[src/rtl/mod_pkg.sv]
// Shared width constant, state encoding and operand screening for the
// mod_cu / mod_dp repeated-subtraction divider pair.
package mod_pkg;

   localparam int WIDTH = 32;

   typedef enum logic [1:0] {
      IDLE  = 2'd0,
      CHECK = 2'd1,
      SUB   = 2'd2,
      DONE  = 2'd3
   } state_t;

   // Operands must be non-negative and the divisor non-zero.
   function automatic logic bad_operands(input logic [WIDTH-1:0] a,
                                         input logic [WIDTH-1:0] b);
      return (b == '0) || a[WIDTH-1] || b[WIDTH-1];
   endfunction

endpackage

[src/rtl/mod_dp.sv]
// Subtract datapath: temp = a - b, lt flags (a - b) - b as negative.
module mod_dp #(
   parameter int WIDTH = mod_pkg::WIDTH
) (
   input  logic [WIDTH-1:0] a,
   input  logic [WIDTH-1:0] b,
   output logic [WIDTH-1:0] temp,
   output logic             lt
);

   logic [WIDTH-1:0] diff2;

   assign temp  = a - b;
   assign diff2 = temp - b;
   assign lt    = diff2[WIDTH-1];

endmodule

[src/rtl/mod_top.sv]
// Pairs the mod_cu control unit with its mod_dp subtract datapath.
module mod_top #(
   parameter int WIDTH = mod_pkg::WIDTH
) (
   input  logic             clk,
   input  logic             rst_n,
   input  logic             start,
   input  logic [WIDTH-1:0] a_in,
   input  logic [WIDTH-1:0] b_in,
   output logic             busy,
   output logic             done,
   output logic [WIDTH-1:0] result,
   output logic [WIDTH-1:0] quotient,
   output logic             err
);

   logic [WIDTH-1:0] dp_a;
   logic [WIDTH-1:0] dp_b;
   logic [WIDTH-1:0] temp;
   logic             lt;

   mod_cu #(.WIDTH(WIDTH)) u_cu (
      .clk      (clk),
      .rst_n    (rst_n),
      .start    (start),
      .a_in     (a_in),
      .b_in     (b_in),
      .lt       (lt),
      .temp     (temp),
      .dp_a     (dp_a),
      .dp_b     (dp_b),
      .busy     (busy),
      .done     (done),
      .result   (result),
      .quotient (quotient),
      .err      (err)
   );

   mod_dp #(.WIDTH(WIDTH)) u_dp (
      .a    (dp_a),
      .b    (dp_b),
      .temp (temp),
      .lt   (lt)
   );

endmodule

[src/rtl/mod_cu.sv]
// Control unit for a modulo/divide-by-repeated-subtraction engine; drives the
// external subtract datapath and registers remainder, quotient and error flag.
module mod_cu #(
   parameter int WIDTH = mod_pkg::WIDTH
) (
   input  logic             clk,
   input  logic             rst_n,
   input  logic             start,
   input  logic [WIDTH-1:0] a_in,
   input  logic [WIDTH-1:0] b_in,
   input  logic             lt,
   input  logic [WIDTH-1:0] temp,
   output logic [WIDTH-1:0] dp_a,
   output logic [WIDTH-1:0] dp_b,
   output logic             busy,
   output logic             done,
   output logic [WIDTH-1:0] result,
   output logic [WIDTH-1:0] quotient,
   output logic             err
);

   import mod_pkg::state_t;
   import mod_pkg::IDLE;
   import mod_pkg::CHECK;
   import mod_pkg::SUB;
   import mod_pkg::DONE;
   import mod_pkg::bad_operands;

   state_t           state_reg;
   logic [WIDTH-1:0] rem_reg;
   logic [WIDTH-1:0] div_reg;
   logic [WIDTH-1:0] cnt_reg;
   logic [WIDTH-1:0] cnt_next;
   logic             busy_reg;
   logic             done_reg;
   logic             err_reg;
   logic [WIDTH-1:0] result_reg;
   logic [WIDTH-1:0] quot_reg;

   // The only adder owned by this block; shared by the counter and quotient load.
   assign cnt_next = cnt_reg + 1'b1;

   always_ff @(posedge clk or negedge rst_n) begin
      if (!rst_n) begin
         state_reg  <= IDLE;
         rem_reg    <= '0;
         div_reg    <= '0;
         cnt_reg    <= '0;
         busy_reg   <= 1'b0;
         done_reg   <= 1'b0;
         err_reg    <= 1'b0;
         result_reg <= '0;
         quot_reg   <= '0;
      end else begin
         done_reg <= 1'b0;
         case (state_reg)
            IDLE: begin
               if (start) begin
                  rem_reg  <= a_in;
                  div_reg  <= b_in;
                  cnt_reg  <= '0;
                  busy_reg <= 1'b1;
                  quot_reg <= '0;
                  if (bad_operands(a_in, b_in)) begin
                     err_reg    <= 1'b1;
                     result_reg <= a_in;
                     state_reg  <= DONE;
                  end else begin
                     err_reg    <= 1'b0;
                     result_reg <= '0;
                     state_reg  <= CHECK;
                  end
               end
            end
            CHECK: begin
               if (temp[WIDTH-1]) begin
                  result_reg <= rem_reg;
                  quot_reg   <= '0;
                  state_reg  <= DONE;
               end else begin
                  state_reg <= SUB;
               end
            end
            SUB: begin
               rem_reg <= temp;
               cnt_reg <= cnt_next;
               // lt looks one subtraction ahead, so temp is already the final remainder.
               if (lt) begin
                  result_reg <= temp;
                  quot_reg   <= cnt_next;
                  state_reg  <= DONE;
               end
            end
            DONE: begin
               done_reg  <= 1'b1;
               busy_reg  <= 1'b0;
               state_reg <= IDLE;
            end
            default: begin
               busy_reg  <= 1'b0;
               state_reg <= IDLE;
            end
         endcase
      end
   end

   assign dp_a     = rem_reg;
   assign dp_b     = div_reg;
   assign busy     = busy_reg;
   assign done     = done_reg;
   assign result   = result_reg;
   assign quotient = quot_reg;
   assign err      = err_reg;

   busy_matches_state: assert property (@(posedge clk) disable iff (!rst_n)
      busy_reg == (state_reg != IDLE));

   done_only_in_idle: assert property (@(posedge clk) disable iff (!rst_n)
      done_reg |-> (state_reg == IDLE));

   done_single_cycle: assert property (@(posedge clk) disable iff (!rst_n)
      done_reg |=> !done_reg);

endmodule

[config.mk]
export PLATFORM = sky130hd
export DESIGN_NAME = mod_top
export DESIGN_NICKNAME = d
export VERILOG_FILES = /design/src/rtl/mod_pkg.sv /design/src/rtl/mod_dp.sv /design/src/rtl/mod_top.sv /design/src/rtl/mod_cu.sv
export SDC_FILE = /design/constraint.sdc
export NUM_CORES = 1
export LEC_CHECK = 0
export ABC_AREA = 1
export CAP_MARGIN = 20
export CORE_MARGIN = 5
export CORE_UTILIZATION = 55
export CTS_CLUSTER_SIZE = 25
export DETAILED_ROUTE_END_ITERATION = 6
export PLACE_DENSITY = 0.78
export SLEW_MARGIN = 20
export SYNTH_ARGS = -nofsm -noshare
export SYNTH_HDL_FRONTEND = slang
export SYNTH_SLANG_ARGS = --single-unit
[constraint.sdc]
create_clock -name clk -period 4.1 [get_ports clk]
set_input_delay 1.23 -clock clk [delete_from_list [all_inputs] [get_ports clk]]
set_output_delay 1.23 -clock clk [all_outputs]
set_load 0.05 [all_outputs]
==> results of run 1 <==
[layout make-up]
type | instances | area [um2] | share of cell area
multi-input combinational | 1289 | 6643 | 0.4622
sequential | 165 | 4129 | 0.2873
timing repair buffer | 166 | 1707 | 0.1187
inverter | 255 | 957.2 | 0.06660
clock buffer | 18 | 439.2 | 0.03056
tap | 275 | 344.1 | 0.02394
clock inverter | 14 | 153.9 | 0.01071
[logic make-up (layout without fill, tap and decap cells)]
family / after synthesis / count (layout) / share of synthesized area
buffers and inverters: 326 / 453 / 0.1137
flip-flops: 165 / 165 / 0.3470
XOR/XNOR: 23 / 23 / 0.01693
AO/OA/AOI/OAI: 275 / 275 / 0.1184
AND/OR/NAND/NOR: 923 / 923 / 0.3319
adder cells (fa/ha/maj): 68 / 68 / 0.07213
[worst register-to-register path: cells and delay by family, from the launching register on]
family / cells / cell delay, ns
AO/OA/AOI/OAI: 3 / 0.45
buffers and inverters: 2 / 0.37
AND/OR/NAND/NOR: 15 / 1.88
flip-flops: 1 / 0.36
adder cells (fa/ha/maj): 2 / 0.69
[timing repair]
item                                   4_1_cts  5_1_grt
pin swaps                                    0       11
setup endpoints to repair                    2       66
buffers inserted                             0        6
gates resized for setup                      1       54
gates cloned                                 0        7
endpoints found under the hold margin        0        0
[cells in the final DEF, fill, tap and decap left out, types with 5 or more instances in the layout]
master	count
ha_1	52
nand3_1	54
ha_2	9
inv_2	7
clkbuf_16	21
ha_4	6
nand2_2	17
nor2_1	116
clkdlybuf4s50_1	132
a21oi_1	180
nor2_2	13
nor3_1	18
xor2_1	21
or2_2	5
nand2_1	562
o21ai_0	77
nand3_2	5
a21oi_2	5
and2_1	27
dfrtp_1	165
inv_8	7
inv_1	246
buf_4	23
nand4_1	95
[routing by layer]
layer | part of all wire | track usage | vias to the layer above | wire length [um]
met2 | 0.44 | 0.4843 | 608 | 17630
met3 | 0.087 | 0.05417 | 84 | 3453
met4 | 0.031 | 0.1053 | 4 | 1247
li1 | - | - | 5940 | -
met1 | 0.44 | 0.4439 | 5715 | 17410
met5 | 0.00063 | 0 | - | 25
[worst max-delay path by stage]
stage / from / endpoint / depth (start not counted)
2_1_floorplan: u_cu.dp_a[0] / u_cu.result[25] / 28
3_3_place_gp: u_cu.dp_a[0] / u_cu.state_reg[1] / 24
3_5_place_dp: u_cu.dp_a[0] / u_cu.state_reg[0] / 24
4_1_cts: u_cu.dp_a[0] / u_cu.result[13] / 25
5_1_grt: u_cu.dp_a[10] / u_cu.result[13] / 23
6_report: u_cu.dp_b[23] / u_cu.result[16] / 22
[synthesized netlist by cell type (5+ instances only)]
library cell and instances:
or2_2 5, inv_1 249, nand3_1 59, nor2_1 129
nand4_1 95, nor3_1 19, nand2_1 573, xor2_1 21
nand2_2 6, dfrtp_1 165, ha_1 67, o21ai_0 77
buf_6 14, clkbuf_1 45, and2_1 27, buf_1 5
buf_4 6, a21oi_1 183
[stage by stage]
stage	hold WS, ns	instance area [um2]
global placement	0.4553	13380
CTS	0.4758	13980
finish	0.4729	14370
floorplan	0.4530	11900
detailed placement	0.4570	13380
global route	0.5064	14370
==> run_results.csv, run 1 <==
group,metric,value,unit
synthesis,yosysTopAreaCell,"dfrtp_1",
final_layout,area_delta_synth_final,20.79,%
floorplan,fp.dieW,157.1,um
placed_design,hpwl,27670,um
global_routing,grt_max_degree,87,
routing,num_vias,12350,
final_layout,drive_gt1_frac,0.07394,
synthesis,synth_warnings,0,
setup_path,worstSetupPathType,"register to register",
synthesis,syn_nets,1915,
setup_path,worstPathMaxFanout,8,
placed_design,post-place-cells,2137,
routing,drt_iter0_drc,1237,
final_layout,fin_util,0.6794,
setup_path,path_delay_family,"simple AND/OR/NAND/NOR gates",
final_layout,finalNonFillerCells,2182,
global_routing,grt_pass1_wl,60910,um
timing,max_freq,0.2585,GHz
cts,cts_tree,"built",
global_routing,grt_pass1_vias,11570,
synthesis,ys_seq_area_frac,0.3470,
synthesis,ys_seq_elements,165,
cts,root_buffer,"clkbuf_16",
floorplan,die_h,157.1,um
setup_path,cpMostUsedCell,"nand2_1",
routing,drt-total-wl,39760,um
routing,detail-route-antenna-nets,0,
timing,hold_viol_final,0,
placed_design,post-place-ws,0.01726,ns
global_routing,gr-usage-all-layers,0.3116,
final_layout,n_antenna_cell,0,
floorplan,ios,134,
routing,routedWlPerCell,18.22,um
synthesis,synth_edf_count,0,
timing,maxSlewViolCount,0,
synthesis,synth_top_cell_area_share,0.3470,
timing,period_needed,3.869,ns
setup_path,slowest_stage,"ha_1",
timing,worstMarginPinSlew,0.9958,ns
synthesis,netlist_top_cells_area,"dfrtp_1 (35%), nand2_1 (18%), inv_1 (7.9%)",
routing,drc_errors,0,
setup_path,critPathMaxStageDelay,0.40,ns
synthesis,ys.flop_type,"dfrtp_1",
synthesis,ys_types,37,
setup_path,r2r_slack,0.23,ns
floorplan,initial_utilization,0.5625,
outcome,outcome,"finished, final reports clean",
cts,clkSinkCount,165,
min_path,min_path_cells,2,
timing,skew,0.01762,ns
setup_path,critPathRequiredTime,4.43,ns
timing,fin_setup_tns,0,ns
setup_path,r2r_cells,22,
timing,setup_viol,0,
timing,worst_slack,0.2308,ns
setup_path,cp-end-kind,"register",
placed_design,gp_congestion,0.9989,
setup_path,critPathBufInv,2,
cts,htree_levels,4,
final_layout,fin_nets,2029,
synthesis,syn-cell-area,11900,um2
cts,cts_hold_buf,0,
timing,final.period_utilization,0.9437,
timing,relSlewSlack,0.3354,
floorplan,row_count,53,
setup_path,r2r_end,"u_cu.result[16]",
synthesis,syn_avg_cell_area,6.685,um2
global_routing,grt_remaining_overflow,0,
cts,numCtsBuffers,17,
synthesis,synthCells,1780,
routing,vias_per_cell,5.660,
floorplan,dieArea,24680,um2
cts,clkTransAtPathRegs,0.08,ns
min_path,min_to,"u_cu.quotient[13]",
synthesis,synth_async_sr_flop_share,1.000,
routing,firstDrtPassIters,6,
final_layout,fillers,1851,
setup_path,arrival,4.20,ns
cts,clkLatencyLatePin,0.45,ns
placed_design,portBuffers,133,
global_routing,antenna_found_initial,2,
setup_path,cp-start-kind,"register",
min_path,hp-class,"register to register",
floorplan,core-area,21150,um2
cts,clk_path_buf_depth,2,
setup_path,r2r_start,"u_cu.dp_b[23]",
min_path,min_from,"u_cu.quotient[13]",
setup_path,crit_chain,"inv_1 -> ha_1 -> nand2_1 -> nor2_2 -> and2_1 -> and2_1 -> nand2_2 -> nand2_1 -> nand2_1 -> and2_1 -> ha_1 -> a21oi_1 -> o21ai_0 -> nor2_1 -> nand2_1 -> a21oi_2 -> nand3_2 -> nand3_4 -> nand3_4 -> clkbuf_16 -> nand2_1 -> nand2_1",
job,drv_cap,0,
Power of run 1 is left out: the tool's default activity adds up to more than one toggle a clock period on the data nets, which glitch-free logic cannot reach.
==> inputs of run 2 (changes only) <==
--- a/config.mk
+++ b/config.mk
@@ -16,3 +16,4 @@
 export SYNTH_ARGS = -nofsm -noshare
 export SYNTH_HDL_FRONTEND = slang
 export SYNTH_SLANG_ARGS = --single-unit
+export TNS_END_PERCENT = 1
==> run 2 against run 1 <==
Against the previous run: first-iteration DRC count decreased by 5.6%; register-to-register slack about the same; via count rose by 0.11%; global-route usage hardly changed; setup slack worse by 0.014 ns.
==> run_results.csv, run 2 (synthesized netlist as in run 1, its figures left out) <==
group,metric,value,unit
timing,hold_viol_final,0,
cts,root_buffer,"clkbuf_16",
setup_path,critPathRequiredTime,4.43,ns
routing,drt_iter0_drc,1168,
routing,firstDrtPassIters,6,
cts,numCtsBuffers,17,
floorplan,fp.dieW,157.1,um
cts,cts_tree,"built",
routing,detail-route-antenna-nets,0,
timing,fin_setup_tns,0,ns
timing,max_freq,0.2575,GHz
global_routing,gr-usage-all-layers,0.3117,
global_routing,grt_pass1_wl,60930,um
cts,clkLatencyLatePin,0.45,ns
floorplan,die_h,157.1,um
placed_design,portBuffers,133,
floorplan,dieArea,24680,um2
cts,htree_levels,4,
cts,cts_hold_buf,0,
cts,clkTransAtPathRegs,0.08,ns
cts,clkSinkCount,165,
final_layout,fin_util,0.6794,
final_layout,final_common_cell,"nand2_1",
final_layout,area_delta_synth_final,20.79,%
timing,relSlewSlack,0.3240,
timing,period_needed,3.884,ns
timing,skew,0.01785,ns
min_path,hp-class,"register to register",
floorplan,initial_utilization,0.5625,
timing,final.period_utilization,0.9472,
final_layout,final_cell_mix,"nand2_1 (562), inv_1 (246), a21oi_1 (180)",
routing,num_vias,12360,
cts,clk_path_buf_depth,2,
timing,worstMarginPinSlew,1.013,ns
setup_path,worstPathMaxFanout,8,
routing,vias_per_cell,5.666,
final_layout,fin_nets,2029,
floorplan,core-area,21150,um2
floorplan,row_count,53,
placed_design,gp_congestion,0.9989,
routing,drt-total-wl,39780,um
floorplan,ios,134,
setup_path,cp-end-kind,"register",
global_routing,antenna_found_initial,2,
setup_path,arrival,4.21,ns
timing,maxSlewViolCount,0,
routing,routedWlPerCell,18.23,um
placed_design,hpwl,27670,um
final_layout,drive_gt1_frac,0.07394,
job,drv_cap,0,
setup_path,cp-start-kind,"register",
routing,drc_errors,0,
final_layout,n_antenna_cell,0,
setup_path,worstSetupPathType,"register to register",
timing,setup_viol,0,
outcome,outcome,"finished, final reports clean",
global_routing,grt_remaining_overflow,0,
global_routing,grt_pass1_vias,11570,
global_routing,grt_max_degree,87,
==> run 2: area by class of cell <==
cell class | count | area [um2]
flip-flops and latches | 165 | 4129
clock inverters | 14 | 153.9
repair buffers | 166 | 1707
inverters | 255 | 957.2
fillers | 1851 | 6782
well taps | 275 | 344.1
multi-input cells | 1289 | 6643
clock buffers | 18 | 439.2
==> run 2: final timing paths <==
check                           depth (start not counted)                 to  slack (ns)              start
worst max-delay path                                   22    u_cu.result[16]        0.22      u_cu.dp_b[23]
worst min-delay path                                    2  u_cu.quotient[13]        0.47  u_cu.quotient[13]
worst max register to register                         22    u_cu.result[16]        0.22      u_cu.dp_b[23]
worst min register to register                          2  u_cu.quotient[13]        0.47  u_cu.quotient[13]
max in group asynchronous                               2    u_cu.cnt_reg[3]        2.41              rst_n
min in group asynchronous                               1      u_cu.dp_a[18]        0.82              rst_n
==> run 2: critical path, cell delays in order, from the launching register on <==
cell       delay (ns)
dfrtp_1          0.36
inv_1            0.09
ha_1             0.40
nand2_1          0.15
nor2_2           0.21
and2_1           0.21
and2_1           0.15
nand2_2          0.08
nand2_1          0.07
nand2_1          0.06
and2_1           0.14
ha_1             0.28
a21oi_1          0.14
o21ai_0          0.13
nor2_1           0.13
nand2_1          0.09
a21oi_2          0.19
nand3_2          0.12
nand3_4          0.11
nand3_4          0.22
clkbuf_16        0.29
nand2_1          0.08
nand2_1          0.05
==> run 2: metrics by stage <==
| step | area, um2 | cells | hold slack, ns | setup slack, ns |
|---|---|---|---|---|
| 4_1_cts | 13980 | 2169 | 0.4758 | 0.06679 |
| 6_report | 14370 | 2182 | 0.4730 | 0.2164 |
| 3_3_place_gp | 13380 | 2137 | 0.4553 | 0.1461 |
| 5_1_grt | 14370 | 2182 | 0.5064 | -0.02909 |
| 3_5_place_dp | 13380 | 2137 | 0.4570 | 0.01726 |
| 2_1_floorplan | 11900 | 1780 | 0.4530 | 0.8286 |
==> run 2: metal layers <==
metal  up-vias  global-route usage  share of wire
met4         4              0.1053          0.033
met5         -                   0         0.0010
met1      5709              0.4444           0.44
met3        84             0.05417          0.085
li1       5944                   -              -
met2       623              0.4841           0.44
==> run 2: timing repair <==
action,4_1_cts,5_1_grt
endpoints found under the hold margin,0,0
resized for setup,1,54
buffers inserted,0,6
cloned,0,7
pin swaps,0,11
setup endpoints to repair,2,66
Power of run 2 is left out for the same reason.
